## config.mk

```make
export PLATFORM = sky130hd
export DESIGN_NAME = muldiv_unit
export DESIGN_NICKNAME = d
export VERILOG_FILES = /design/src/rtl/muldiv_unit.sv
export SDC_FILE = /design/constraint.sdc
export NUM_CORES = 1
export LEC_CHECK = 0
export CORE_ASPECT_RATIO = 1.5
export CORE_MARGIN = 2
export CORE_UTILIZATION = 62
export CTS_CLUSTER_DIAMETER = 200
export DETAILED_ROUTE_END_ITERATION = 16
export PLACE_DENSITY = 0.89
export SYNTH_ARGS = -nofsm -noshare
export SYNTH_HDL_FRONTEND = slang
export SYNTH_SLANG_ARGS = --single-unit
```

## constraint.sdc

```tcl
create_clock -name clock -period 7.2 [get_ports clock]
set_input_delay 2.16 -clock clock [delete_from_list [all_inputs] [get_ports clock]]
set_output_delay 2.16 -clock clock [all_outputs]
set_load 0.03 [all_outputs]
```

## src/rtl/muldiv_unit.sv

```systemverilog
// muldiv_unit -- iterative RV32M multiply/divide execution unit.
//
// Takes register-file operands plus decoded funct3/rd, runs one operation at a
// time and returns a one-cycle writeback (rd_out, result, reg_write). Signed
// operands are converted to magnitudes at accept; the result sign is applied
// on the last iteration. Multiply is shift-add, divide is restoring, one bit
// per cycle. Divide by zero and signed overflow resolve in the first DIV cycle.
//
// Ports:
//   clock, reset_n    rising-edge clock, asynchronous active-low reset
//   start, flush      request (IDLE only) / synchronous abort
//   funct3            0 MUL 1 MULH 2 MULHSU 3 MULHU 4 DIV 5 DIVU 6 REM 7 REMU
//   rs1_data/rs2_data operands A and B, sampled at the accept edge only
//   rd_in             destination register index
//   busy              high while not IDLE
//   result, rd_out    registered writeback value and index
//   reg_write         one-cycle writeback strobe (never for x0, masked by flush)
//
// Build option: define MULDIV_FAST_MUL_EN to complete MUL* ops in one cycle
// with a single 33x33 signed multiply; divide is unchanged.
module muldiv_unit #(
  parameter int XLEN  = 32,
  parameter int CNT_W = 6
) (
  input  logic            clock,
  input  logic            reset_n,
  input  logic            start,
  input  logic            flush,
  input  logic [2:0]      funct3,
  input  logic [XLEN-1:0] rs1_data,
  input  logic [XLEN-1:0] rs2_data,
  input  logic [4:0]      rd_in,
  output logic            busy,
  output logic [XLEN-1:0] result,
  output logic [4:0]      rd_out,
  output logic            reg_write
);

  typedef enum logic [1:0] {S_IDLE, S_MUL, S_DIV, S_DONE} state_t;

  state_t           state_q;
  logic [CNT_W-1:0] cnt_q;
  logic [2:0]       op_q;
  logic [4:0]       rd_q;
  logic             na_q, nb_q;  // operand A/B negative (only for signed operands)
  // MUL: hi_q:lo_q is the product accumulator, lo_q starts as |B|, b_q = |A|.
  // DIV: hi_q is the partial remainder, lo_q the dividend/quotient, b_q = |B|.
  logic [XLEN-1:0]  hi_q, lo_q, b_q;

  // Accept-side operand conditioning
  logic            sgn_a_d, sgn_b_d, na_d, nb_d;
  logic [XLEN-1:0] a_mag_d, b_mag_d;

  always_comb begin
    sgn_a_d = (funct3 != 3'd3) && (funct3 != 3'd5) && (funct3 != 3'd7);
    sgn_b_d = sgn_a_d && (funct3 != 3'd2);
    na_d    = sgn_a_d && rs1_data[XLEN-1];
    nb_d    = sgn_b_d && rs2_data[XLEN-1];
    a_mag_d = na_d ? -rs1_data : rs1_data;
    b_mag_d = nb_d ? -rs2_data : rs2_data;
  end

`ifdef MULDIV_FAST_MUL_EN
  // Single-cycle multiply on the re-signed operands; low 64 bits suffice.
  logic signed [XLEN:0] fa_d, fb_d;
  logic [2*XLEN-1:0]    fprod_d;
  logic [XLEN-1:0]      mul_res_d;

  always_comb begin
    fa_d      = na_q ? -$signed({1'b0, b_q}) : $signed({1'b0, b_q});
    fb_d      = nb_q ? -$signed({1'b0, lo_q}) : $signed({1'b0, lo_q});
    fprod_d   = {{(XLEN-1){fa_d[XLEN]}}, fa_d} * {{(XLEN-1){fb_d[XLEN]}}, fb_d};
    mul_res_d = (op_q == 3'd0) ? fprod_d[XLEN-1:0] : fprod_d[2*XLEN-1:XLEN];
  end
`else
  // One shift-add step: add multiplicand when multiplier LSB set, shift right.
  logic [XLEN:0]     msum_d;
  logic [XLEN-1:0]   mhi_d, mlo_d, mul_res_d;
  logic [2*XLEN-1:0] prod_d, prod_s_d;

  always_comb begin
    msum_d    = {1'b0, hi_q} + (lo_q[0] ? {1'b0, b_q} : {(XLEN+1){1'b0}});
    mhi_d     = msum_d[XLEN:1];
    mlo_d     = {msum_d[0], lo_q[XLEN-1:1]};
    prod_d    = {mhi_d, mlo_d};
    prod_s_d  = (na_q ^ nb_q) ? -prod_d : prod_d;
    mul_res_d = (op_q == 3'd0) ? prod_s_d[XLEN-1:0] : prod_s_d[2*XLEN-1:XLEN];
  end
`endif

  // One restoring-divide step. The partial remainder stays below 2*|B|, so
  // bit XLEN of the trial difference is a clean borrow flag.
  logic [XLEN:0]   rsh_d, rdif_d;
  logic            ge_d;
  logic [XLEN-1:0] dhi_d, dlo_d, quot_d, rem_d, div_res_d;
  logic            bzero_d, ovf_d;
  logic [XLEN-1:0] spec_res_d;

  always_comb begin
    rsh_d     = {hi_q, lo_q[XLEN-1]};
    rdif_d    = rsh_d - {1'b0, b_q};
    ge_d      = !rdif_d[XLEN];
    dhi_d     = ge_d ? rdif_d[XLEN-1:0] : rsh_d[XLEN-1:0];
    dlo_d     = {lo_q[XLEN-2:0], ge_d};
    quot_d    = (na_q ^ nb_q) ? -dlo_d : dlo_d;
    rem_d     = na_q ? -dhi_d : dhi_d;
    div_res_d = op_q[1] ? rem_d : quot_d;
    // Special cases are judged on the untouched first-cycle operands.
    bzero_d   = (b_q == '0);
    ovf_d     = !op_q[0] && na_q && nb_q && (b_q == XLEN'(1)) &&
                (lo_q == {1'b1, {(XLEN-1){1'b0}}});
    if (bzero_d) spec_res_d = op_q[1] ? (na_q ? -lo_q : lo_q) : '1;
    else         spec_res_d = op_q[1] ? '0 : {1'b1, {(XLEN-1){1'b0}}};
  end

  always_ff @(posedge clock or negedge reset_n) begin
    if (!reset_n) begin
      state_q <= S_IDLE;
      cnt_q   <= '0;
      op_q    <= '0;
      rd_q    <= '0;
      na_q    <= 1'b0;
      nb_q    <= 1'b0;
      hi_q    <= '0;
      lo_q    <= '0;
      b_q     <= '0;
      result  <= '0;
      rd_out  <= '0;
    end else begin
      unique case (state_q)
        S_IDLE: begin
          if (start && !flush) begin
            op_q  <= funct3;
            rd_q  <= rd_in;
            na_q  <= na_d;
            nb_q  <= nb_d;
            hi_q  <= '0;
            cnt_q <= '0;
            if (funct3[2]) begin
              lo_q    <= a_mag_d;
              b_q     <= b_mag_d;
              state_q <= S_DIV;
            end else begin
              lo_q    <= b_mag_d;
              b_q     <= a_mag_d;
              state_q <= S_MUL;
            end
          end
        end
        S_MUL: begin
          if (flush) begin
            state_q <= S_IDLE;
          end else begin
`ifdef MULDIV_FAST_MUL_EN
            result  <= mul_res_d;
            rd_out  <= rd_q;
            state_q <= S_DONE;
`else
            hi_q  <= mhi_d;
            lo_q  <= mlo_d;
            cnt_q <= cnt_q + CNT_W'(1);
            if (cnt_q == CNT_W'(XLEN-1)) begin
              result  <= mul_res_d;
              rd_out  <= rd_q;
              state_q <= S_DONE;
            end
`endif
          end
        end
        S_DIV: begin
          if (flush) begin
            state_q <= S_IDLE;
          end else if ((cnt_q == '0) && (bzero_d || ovf_d)) begin
            result  <= spec_res_d;
            rd_out  <= rd_q;
            state_q <= S_DONE;
          end else begin
            hi_q  <= dhi_d;
            lo_q  <= dlo_d;
            cnt_q <= cnt_q + CNT_W'(1);
            if (cnt_q == CNT_W'(XLEN-1)) begin
              result  <= div_res_d;
              rd_out  <= rd_q;
              state_q <= S_DONE;
            end
          end
        end
        S_DONE: state_q <= S_IDLE;
        default: state_q <= S_IDLE;
      endcase
    end
  end

  assign busy = (state_q != S_IDLE);
  // x0 is not protected by the register file, so suppress the strobe here.
  assign reg_write = (state_q == S_DONE) && (rd_out != 5'd0) && !flush;

endmodule
```

## Word-level counts from Yosys, hierarchy flattened

Cells that the tools add are included.

| word-level totals | value |
|---|---|
| output and inout port bits | 39 |
| memory bits (writable) | 0 |
| bits in latches | 0 |
| memories | 0 |
| input port bits | 76 |
| register bits | 151 |
| ROM bits | 0 |

| cells by class | value |
|---|---|
| reduce and logical (&&, ||, !) cells | 29 |
| multipliers | 0 |
| equality and inequality tests | 16 |
| add/sub/neg operators | 9 |
| shift-type cells | 0 |
| div/mod/pow operators | 0 |
| multiplexer cells | 48 |
| bitwise operators | 1 |
| $lt $le $gt $ge | 0 |

Operators by type and width:

| cell | count |
|---|---|
| 2-to-1 mux 32 bit | 27 |
| case mux 32 bit (3 select lines) | 2 |
| negator 32 bit | 5 |
| 2-to-1 mux 64 bit | 1 |
| negator 64 bit | 1 |
| case mux 32 bit (2 select lines) | 1 |
| adder 32 x 32 -> 33 bit | 1 |
| subtractor 33 x 32 -> 33 bit | 1 |
| == test 32 x 1 -> 1 bit (second input constant) | 1 |
| == test 32 bit (second input constant) | 1 |
| logical NOT 32 bit | 1 |
| 2-to-1 mux 6 bit | 4 |
| 2-to-1 mux 5 bit | 4 |
| case mux 6 bit (3 select lines) | 1 |
| logical AND 1 bit | 13 |
| 2-to-1 mux 2 bit | 6 |
| inequality test 2 bit (second input constant) | 5 |
| case mux 5 bit (2 select lines) | 1 |
| AND reduction 5 bit | 2 |
| inequality test 3 bit (second input constant) | 3 |
| case mux 2 bit (4 select lines) | 1 |
| adder 6 x 1 -> 6 bit (second input constant) | 1 |
| == test 6 x 5 -> 1 bit (second input constant) | 1 |
| logical NOT 6 bit | 1 |
| 13 further kinds | 18 |

## Longest topological paths before layout

| logic depth | value |
|---|---|
| word-level depth | 10 |
| gate-level depth with buffers | 26 |
| gate-level depth less buffers | 22 |

## Worst setup path before layout

OpenSTA, ideal clock, no wires.

| timing | value |
|---|---|
| path type | register to register |
| start | reg lo_q[31] |
| end | reg result[30] |
| path slack | 2159 ps |
| path buffers | 5 |
| arrival | 4914 ps |
| data required time | 7073 ps |
| setup time | 127 ps |
| stages on the path, launching flop included | 26 |
| path through | dfrtp_1 clkbuf_1 inv_1 ha_1 fa_1 nor2b_1 o31a_1 o21ba_4 o21bai_1 a211o_1 o211a_1 buf_6 buf_6 buf_6 buf_2 o21ai_0 ha_1 inv_1 nor4b_1 nand2_1 mux2i_1 nand2_1 or2_1 o41ai_2 xor2_1 o22ai_1 |

| on the way | value |
|---|---|
| cells in the longest elaborated chain, start to end | 9 |

Ends and longest elaborated chain:

| what | RTL line | RTL |
|---|---|---|
| from (decl) | 48 | `logic [XLEN-1:0] hi_q, lo_q, b_q;` |
| from (signal assigned) | 140 | `lo_q <= a_mag_d;` |
| from (signal assigned) | 144 | `lo_q <= b_mag_d;` |
| from (signal assigned) | 160 | `lo_q <= mlo_d;` |
| subtractor 33 x 32 -> 33 bit | 101 | `rdif_d = rsh_d - {1'b0, b_q};` |
| 2-to-1 mux 32 bit or logical NOT 1 bit (tied branches) | 103, 102 |  |
| negator 32 bit, on equally long branches | 106, 105 |  |
| 2-to-1 mux 32 bit, on equally long branches | 106, 105 |  |
| 2-to-1 mux 32 bit | 107 | `div_res_d = op_q[1] ? rem_d : quot_d;` |
| 2-to-1 mux 32 bit | 181 | `if (cnt_q == CNT_W'(XLEN-1)) begin` |
| 2-to-1 mux 32 bit | 173 | `end else if ((cnt_q == '0) && (bzero_d \|\| ovf_d)) begin` |
| 2-to-1 mux 32 bit | 171 | `if (flush) begin` |
| case mux 32 bit (2 select lines) | 130 | `unique case (state_q)` |
| to (signal assigned) | 163 | `result <= mul_res_d;` |
| to (signal assigned) | 174 | `result <= spec_res_d;` |
| to (signal assigned) | 182 | `result <= div_res_d;` |
| to (decl) | 34 | `output logic [XLEN-1:0] result,` |

Parallel ways exist; a longest one is shown, timed or not. The select of a mux whose other input is x is not followed.
A chain may end at the register's enable or synchronous reset.

## Final worst setup path

| timing | value |
|---|---|
| start | reg b_q[29] |
| end | reg result[16] |

| on the way | value |
|---|---|
| cells in the longest elaborated chain, start to end | 9 |

Ends and longest elaborated chain:

| what | RTL line | RTL |
|---|---|---|
| from (decl) | 48 |  |
| from (signal assigned) | 141 | `b_q <= b_mag_d;` |
| from (signal assigned) | 145 | `b_q <= a_mag_d;` |
| subtractor 33 x 32 -> 33 bit | 101 |  |
| 2-to-1 mux 32 bit or logical NOT 1 bit (tied branches) | 103, 102 |  |
| negator 32 bit, on equally long branches | 106, 105 |  |
| 2-to-1 mux 32 bit, on equally long branches | 106, 105 |  |
| 2-to-1 mux 32 bit | 107 |  |
| 2-to-1 mux 32 bit | 181 |  |
| 2-to-1 mux 32 bit | 173 |  |
| 2-to-1 mux 32 bit | 171 |  |
| case mux 32 bit (2 select lines) | 130 |  |

Parallel ways exist; a longest one is shown, timed or not. The select of a mux whose other input is x is not followed.

==> impl_table.tex <==
\begin{tabular}{lr}
\hline
Metric & Value \\
\hline
\multicolumn{2}{l}{\textbf{Timing}} \\
Final worst hold slack & 0.490 ns \\
Final number of max-transition violations & 2 \\
Highest clock rate & 0.169 GHz \\
Headroom to the max-slew limit & -5.90\% \\
Worst setup skew after layout & 0.0160 ns \\
Final setup slack of the worst path & 1.27 ns \\
Clock period minus final worst setup slack & 5.93 ns \\
Transition time at the pin with the least slew margin & 1.57 ns \\
Setup violations, final & 0 \\
Unrepaired setup endpoints after global routing & false \\
Number of failing hold endpoints at the final stage & 0 \\
Crit share post-route & 82.3\% \\
Setup TNS & 0 ns \\
\multicolumn{2}{l}{\textbf{Pwr}} \\
IR drop worst, VDD & 0.474 mV \\
Power per standard cell area & 516 nW/um\^{}2 \\
Leakage power figure & 8.09 nW \\
\multicolumn{2}{l}{\textbf{Global route}} \\
Global-route wire length before repair & 115000 microns \\
Overall track demand over capacity in global routing & 49.2\% \\
Largest net degree at the start of global routing & 103 \\
Via count of the first global-routing pass & 20200 \\
Residual overflow from global routing & 0 \\
Initial antenna violation count & 3 \\
\multicolumn{2}{l}{\textbf{Finish}} \\
Total area of multi-input combinational cells & 13500 sq um \\
Net count of the finished layout & 2726 \\
Proportion of layout cells with a drive suffix above 1 & 5.57\% \\
Non-filler instance count after layout & 2981 \\
Layout filler cell count & 2583 \\
Combined flip-flop and latch cell area & 3780 sq um \\
Area growth syn-to-layout & 9.51\% \\
Utilization of the core after routing & 68.4\% \\
\multicolumn{2}{l}{\textbf{Yosys}} \\
Count of flip-flops with a built-in enable after synthesis & 0 \\
Most area-hungry cell type in the Yosys netlist & dfrtp\_1 \\
Nets in the synthesized netlist & 2749 \\
Top post-synthesis cells by area & dfrtp\_1 (21\%), o21ai\_0 (7.8\%), nand2\_1 (6.9\%) \\
Post-synthesis sequential area ratio & 20.7\% \\
Leading cell type by number of instances after synthesis & nand2\_1 \\
Most frequently used flop master after synthesis & dfrtp\_1 \\
Most numerous cell types in the synthesized netlist & nand2\_1 (338), o21ai\_0 (284), nor2\_1 (264) \\
Netlist cell types & 94 \\
Synth Register Bits & 151 \\
Fraction of post-synthesis cell area in the top cell type by area & 20.7\% \\
Post-Syn Area & 18300 sq um \\
Post-synth ARST share & 100\% \\
Syn. warnings & 0 \\
Number of instances in the synthesized netlist & 2595 \\
Average size of a mapped cell & 7.05 sq um \\
\multicolumn{2}{l}{\textbf{Outcome}} \\
Status & finished, violations left \\
Violated checks & max-capacitance violations, max-slew violations \\
\multicolumn{2}{l}{\textbf{Floorplanning}} \\
Width of the die & 144 microns \\
Number of cell rows & 77 \\
Die area & 30900 sq um \\
Ports placed on the boundary & 115 \\
Core outline area & 29300 sq um \\
Starting utilization of the core area & 62.4\% \\
Die height & 214 microns \\
\multicolumn{2}{l}{\textbf{CTS}} \\
CTS max path bufs & 2 \\
Root Driver & clkbuf\_16 \\
Number of hold buffers added after CTS & 0 \\
Clock slew seen by the registers of the worst setup and hold paths & 0.07 ns \\
H-tree Lvls & 4 \\
Setup fix buffers added after clock tree synthesis & 0 \\
TritonCTS clock tree & yes \\
Clock latency on the worst-skew pair & 0.46 ns \\
Number of sinks on the clock net & 151 \\
Quantity of gates resized following cts & 0 \\
Clock buffer count from CTS & 17 \\
\multicolumn{2}{l}{\textbf{Placed design}} \\
IO Port Bufs & 114 \\
Post-DP HPWL & 56900 microns \\
Pre-CTS worst setup slack & 1.47 ns \\
Routability cong. & 1.06 \\
Post-Place Cells & 2948 \\
\multicolumn{2}{l}{\textbf{Job}} \\
Number of max-cap violations & 1 \\
\multicolumn{2}{l}{\textbf{Setup path}} \\
Crit path DAT & 6.30 ns \\
Crit path buf inv count & 2 \\
Critical Path Most Common Cell & o21ai\_0 \\
Critical path's top delay family & compound AO/OA/AOI/OAI gates \\
Crit path max-delay cell type & o21ai\_0 \\
Cell-by-cell trace of the critical path & inv\_1 -> ha\_1 -> a21oi\_1 -> o21ai\_0 -> nand3b\_1 -> and3\_1 -> o211a\_2 -> nand2\_1 -> o21ai\_0 -> ha\_1 -> inv\_1 -> nor4b\_1 -> and3\_1 -> mux2i\_1 -> o21ai\_0 -> xor2\_1 -> a21oi\_1 -> o22ai\_1 \\
Worst setup SP type & register \\
Largest fanout on the critical path & 7 \\
Type of destination of the critical path & register \\
Slowest Stage Delay on Critical Path & 0.95 ns \\
Setup CP Type & register to register \\
Crit path required time & 7.57 ns \\
\multicolumn{2}{l}{\textbf{Routing}} \\
Total wire length after detailed routing & 76400 microns \\
Detailed Routing Iterations Pass 1 & 9 \\
Via count & 21100 \\
Average wire per standard cell & 25.6 microns \\
Vias/cell & 7.08 \\
DRC violation total after the first TritonRoute iteration & 2649 \\
DRC violations left & 0 \\
ANT nets after route & 0 \\
\multicolumn{2}{l}{\textbf{Hold path}} \\
Hold crit path type & register to register \\
\hline
\end{tabular}
## final cells by class
class / count / area share [%]
tap: 395 / 2.47
clock inverter: 13 / 0.794
sequential: 151 / 18.9
inverter: 73 / 1.37
timing repair buffer: 145 / 6.84
antenna: 1 / 0.0125
clock buffer: 19 / 2.21
multi-input combinational: 2184 / 67.4
## state kept, by name (all words and copies together), names as in the netlist
name,cells
b_q,32
cnt_q,6
hi_q,32
lo_q,32
na_q,1
nb_q,1
op_q,3
rd_out,5
rd_q,5
result,32
state_q,2
## stage by stage
stage | cell area [sq um] | power, W
5_1_grt | 20000 | 0.0108
3_3_place_gp | 19400 | 0.00875
4_1_cts | 20000 | 0.00989
3_5_place_dp | 19400 | 0.00892
2_1_floorplan | 18300 | 0.00665
6_report | 20000 | 0.0103
## cells by family after synthesis
kind of cell | synth area share (%)
simple gates | 23.6
compound gates | 29.8
buf+inv | 5.71
xor+xnor | 11.3
flops | 20.7
fa+ha+maj | 5.42
mux | 3.48
## where the power goes
part           internal [W]  leakage (nW)  switching (W)
sequential          0.00118          1.91       0.000595
combinational       0.00255          5.89        0.00505
clock              0.000530         0.289       0.000417
## cells in the final DEF (no fill, tap or decap), drive strengths merged, types with 19 or more instances in the layout
master         synthesis  layout
a211oi                39      39
a21o                  21      21
a21oi                254     254
a22oi                 50      50
a31oi                 31      31
and2                  22      22
buf                   48      33
clkbuf               139      19
clkdlybuf4s50          0     112
dfrtp                151     151
ha                    76      76
inv                   73      79
mux2                  23      23
mux2i                 35      35
nand2                339     339
nand2b                19      19
nand3                 32      32
nand4                 29      29
nor2                 264     264
nor3                  61      61
nor4                  39      39
o211ai                23      23
o21ai                296     296
o31ai                 27      27
or3                   37      37
xnor2                106     106
xor2                 130     130
## tightest hold or removal path, cell delays in order, from the launching register on
cell and delay (ns):
dfrtp_1 0.34, nand2_1 0.05, o21ai_0 0.06
## final timing paths
path | endpoint | depth (start not counted) | slack [ns] | startpoint
worst max-delay path | result[16] | 18 | 1.27 | b_q[29]
worst min-delay path | result[3] | 2 | 0.49 | result[3]
worst max register to register | result[16] | 18 | 1.27 | b_q[29]
worst min register to register | result[3] | 2 | 0.49 | result[3]
max in group asynchronous | op_q[1] | 2 | 4.05 | reset_n
min in group asynchronous | hi_q[28] | 1 | 1.76 | reset_n
## routing by layer
| metal | GRT usage [%] | up-vias | share of wire, % |
|---|---|---|---|
| met3 | 12.7 | 478 | 11 |
| met4 | 44.5 | 4 | 11 |
| met2 | 77.0 | 1538 | 45 |
| li1 | - | 9332 | - |
| met5 | 0 | - | 0.033 |
| met1 | 53.9 | 9755 | 33 |
(Power assumes the default switching activity.)
==> patch, RTL diff (config.mk and constraints unchanged) <==
Add an input register stage for `start`, `flush`, `funct3`, `rs1_data`, `rs2_data` and `rd_in`, without a reset; this delays them by one clock. Comments in the files are not updated.
--- a/src/rtl/muldiv_unit.sv
+++ b/src/rtl/muldiv_unit.sv
@@ -38,6 +38,22 @@
 
   typedef enum logic [1:0] {S_IDLE, S_MUL, S_DIV, S_DONE} state_t;
 
+  logic start_q;
+  logic flush_q;
+  logic [2:0] funct3_q;
+  logic [XLEN-1:0] rs1_data_q;
+  logic [XLEN-1:0] rs2_data_q;
+  logic [4:0] rd_r;
+
+  always_ff @(posedge clock) begin
+    start_q    <= start;
+    flush_q    <= flush;
+    funct3_q   <= funct3;
+    rs1_data_q <= rs1_data;
+    rs2_data_q <= rs2_data;
+    rd_r       <= rd_in;
+  end
+
   state_t           state_q;
   logic [CNT_W-1:0] cnt_q;
   logic [2:0]       op_q;
@@ -52,12 +68,12 @@
   logic [XLEN-1:0] a_mag_d, b_mag_d;
 
   always_comb begin
-    sgn_a_d = (funct3 != 3'd3) && (funct3 != 3'd5) && (funct3 != 3'd7);
-    sgn_b_d = sgn_a_d && (funct3 != 3'd2);
-    na_d    = sgn_a_d && rs1_data[XLEN-1];
-    nb_d    = sgn_b_d && rs2_data[XLEN-1];
-    a_mag_d = na_d ? -rs1_data : rs1_data;
-    b_mag_d = nb_d ? -rs2_data : rs2_data;
+    sgn_a_d = (funct3_q != 3'd3) && (funct3_q != 3'd5) && (funct3_q != 3'd7);
+    sgn_b_d = sgn_a_d && (funct3_q != 3'd2);
+    na_d    = sgn_a_d && rs1_data_q[XLEN-1];
+    nb_d    = sgn_b_d && rs2_data_q[XLEN-1];
+    a_mag_d = na_d ? -rs1_data_q : rs1_data_q;
+    b_mag_d = nb_d ? -rs2_data_q : rs2_data_q;
   end
 
 `ifdef MULDIV_FAST_MUL_EN
@@ -129,14 +145,14 @@
     end else begin
       unique case (state_q)
         S_IDLE: begin
-          if (start && !flush) begin
-            op_q  <= funct3;
-            rd_q  <= rd_in;
+          if (start_q && !flush_q) begin
+            op_q  <= funct3_q;
+            rd_q  <= rd_r;
             na_q  <= na_d;
             nb_q  <= nb_d;
             hi_q  <= '0;
             cnt_q <= '0;
-            if (funct3[2]) begin
+            if (funct3_q[2]) begin
               lo_q    <= a_mag_d;
               b_q     <= b_mag_d;
               state_q <= S_DIV;
@@ -148,7 +164,7 @@
           end
         end
         S_MUL: begin
-          if (flush) begin
+          if (flush_q) begin
             state_q <= S_IDLE;
           end else begin
 `ifdef MULDIV_FAST_MUL_EN
@@ -168,7 +184,7 @@
           end
         end
         S_DIV: begin
-          if (flush) begin
+          if (flush_q) begin
             state_q <= S_IDLE;
           end else if ((cnt_q == '0) && (bzero_d || ovf_d)) begin
             result  <= spec_res_d;
@@ -193,6 +209,6 @@
 
   assign busy = (state_q != S_IDLE);
   // x0 is not protected by the register file, so suppress the strobe here.
-  assign reg_write = (state_q == S_DONE) && (rd_out != 5'd0) && !flush;
+  assign reg_write = (state_q == S_DONE) && (rd_out != 5'd0) && !flush_q;
 
 endmodule
Behaviour: not the same (a bounded check fails within 4 cycles, from zero or initial values and one cycle with reset_n low).
==> patch against the unedited design <==
The run still ends with max-capacitance violations, max-slew violations left. Setup slack better by 0.17 ns. Final area up 11%. Sequential cell count up 74. Total power down 2.7%. Synthesized cell count up 2.9%. Count of clock-buffer cells in the layout up 16. Wire length up 18%. Die area up 9.5%. Global-route usage up 4.1 points. Critical path depth down 4. First-iteration DRC count up 24%. Area after synthesis up 9.7%. Clock power up 52%. Largest cell class unchanged. Largest power group unchanged.
==> patch: results (changes against the unedited design) <==
Status: complete, but fails checks (unchanged)
Failing checks: max-capacitance violations, max-slew violations (unchanged)
Clk_lat worst skew: 0.60 ns (was 0.46 ns)
FF+latch area: 0.00526 sq mm (was 0.00378 sq mm)
Leakage: 9.18 nW (was 8.09 nW)
Non-clk buf share: 6.30% (was 6.84%)
Number of global-route vias before repair: 21900 (was 20200)
Hold Crit Start: rd_r[2]$_DFF_P_ (was result[3]$_DFFE_PN0P_)
Initial antenna violation count: 6 (was 3)
Seq power: 0.00206 W (was 0.00177 W)
Synthesized Nets: 2826 (was 2749)
Post-Synthesis Cells: 2671 (was 2595)
Top achievable clock speed: 174 MHz (was 169 MHz)
H-tree Lvls: 1 (was 4)
Critical path peak fanout: 25 (was 7)
Share of cells above drive strength 1: 6.25% (was 5.57%)
Core Util, Final: 69.7% (was 68.4%)
Post-synth top cells: 281 x nand2_1, 259 x o21ai_0, 250 x nor2_1 (was 338 x nand2_1, 284 x o21ai_0, 264 x nor2_1)
VDD IR max: 0.616 mV (was 0.474 mV)
ClkCell Share: 4.19% (was 3.01%)
WL per Instance: 29.3 microns (was 25.6 microns)
Family with the most delay on the worst path: simple AND/OR/NAND/NOR gates (was compound AO/OA/AOI/OAI gates)
Max-cap viol count: 1 (unchanged)
Max Slew Vio Count: 3 (was 2)
Multi-input combinational cell count: 2168 (was 2184)
Final Skew: 0.0625 ns (was 0.0160 ns)
Cell Area, Placed: 0.0212 sq mm (was 0.0194 sq mm)
Final GP Congestion: 1.13 (was 1.06)
Ranking of synthesized cells by area: dfrtp_1 19%, dfxtp_1 7.4%, o21ai_0 6.5%, a21oi_1 6.1%, xnor2_1 5.4% (was dfrtp_1 21%, o21ai_0 7.8%, nand2_1 6.9%, a21oi_1 6.9%, xor2_1 6.2%)
-- patch: changes by cell type after synthesis, moves of 10 or more --
cell	delta
a21o_1	+21
a221o_1	+30
a22oi_1	-29
a31oi_1	+16
clkbuf_1	+11
dfxtp_1	+74
nand2_1	-57
nand3_1	+13
nor2_1	-14
nor2b_1	+10
o21ai_0	-25
xnor2_1	+17
xor2_1	-24
-- patch: layer usage --
metal	up-vias	global-route usage, %	share of wire, %
met1	10400	55.9	31
met3	682	20.6	13
li1	9692	-	-
met4	6	52.5	13
met5	-	0.303	0.042
met2	1872	79.5	43
-- patch: logic make-up after synthesis --
kind of cell	after synthesis	share of synthesized area (%)
XOR/XNOR	229	10.0
buffers and inverters	278	5.51
adder cells (fa/ha/maj)	79	5.00
AND/OR/NAND/NOR	890	21.1
multiplexers	59	3.16
flip-flops	225	26.2
AO/OA/AOI/OAI	911	29.0
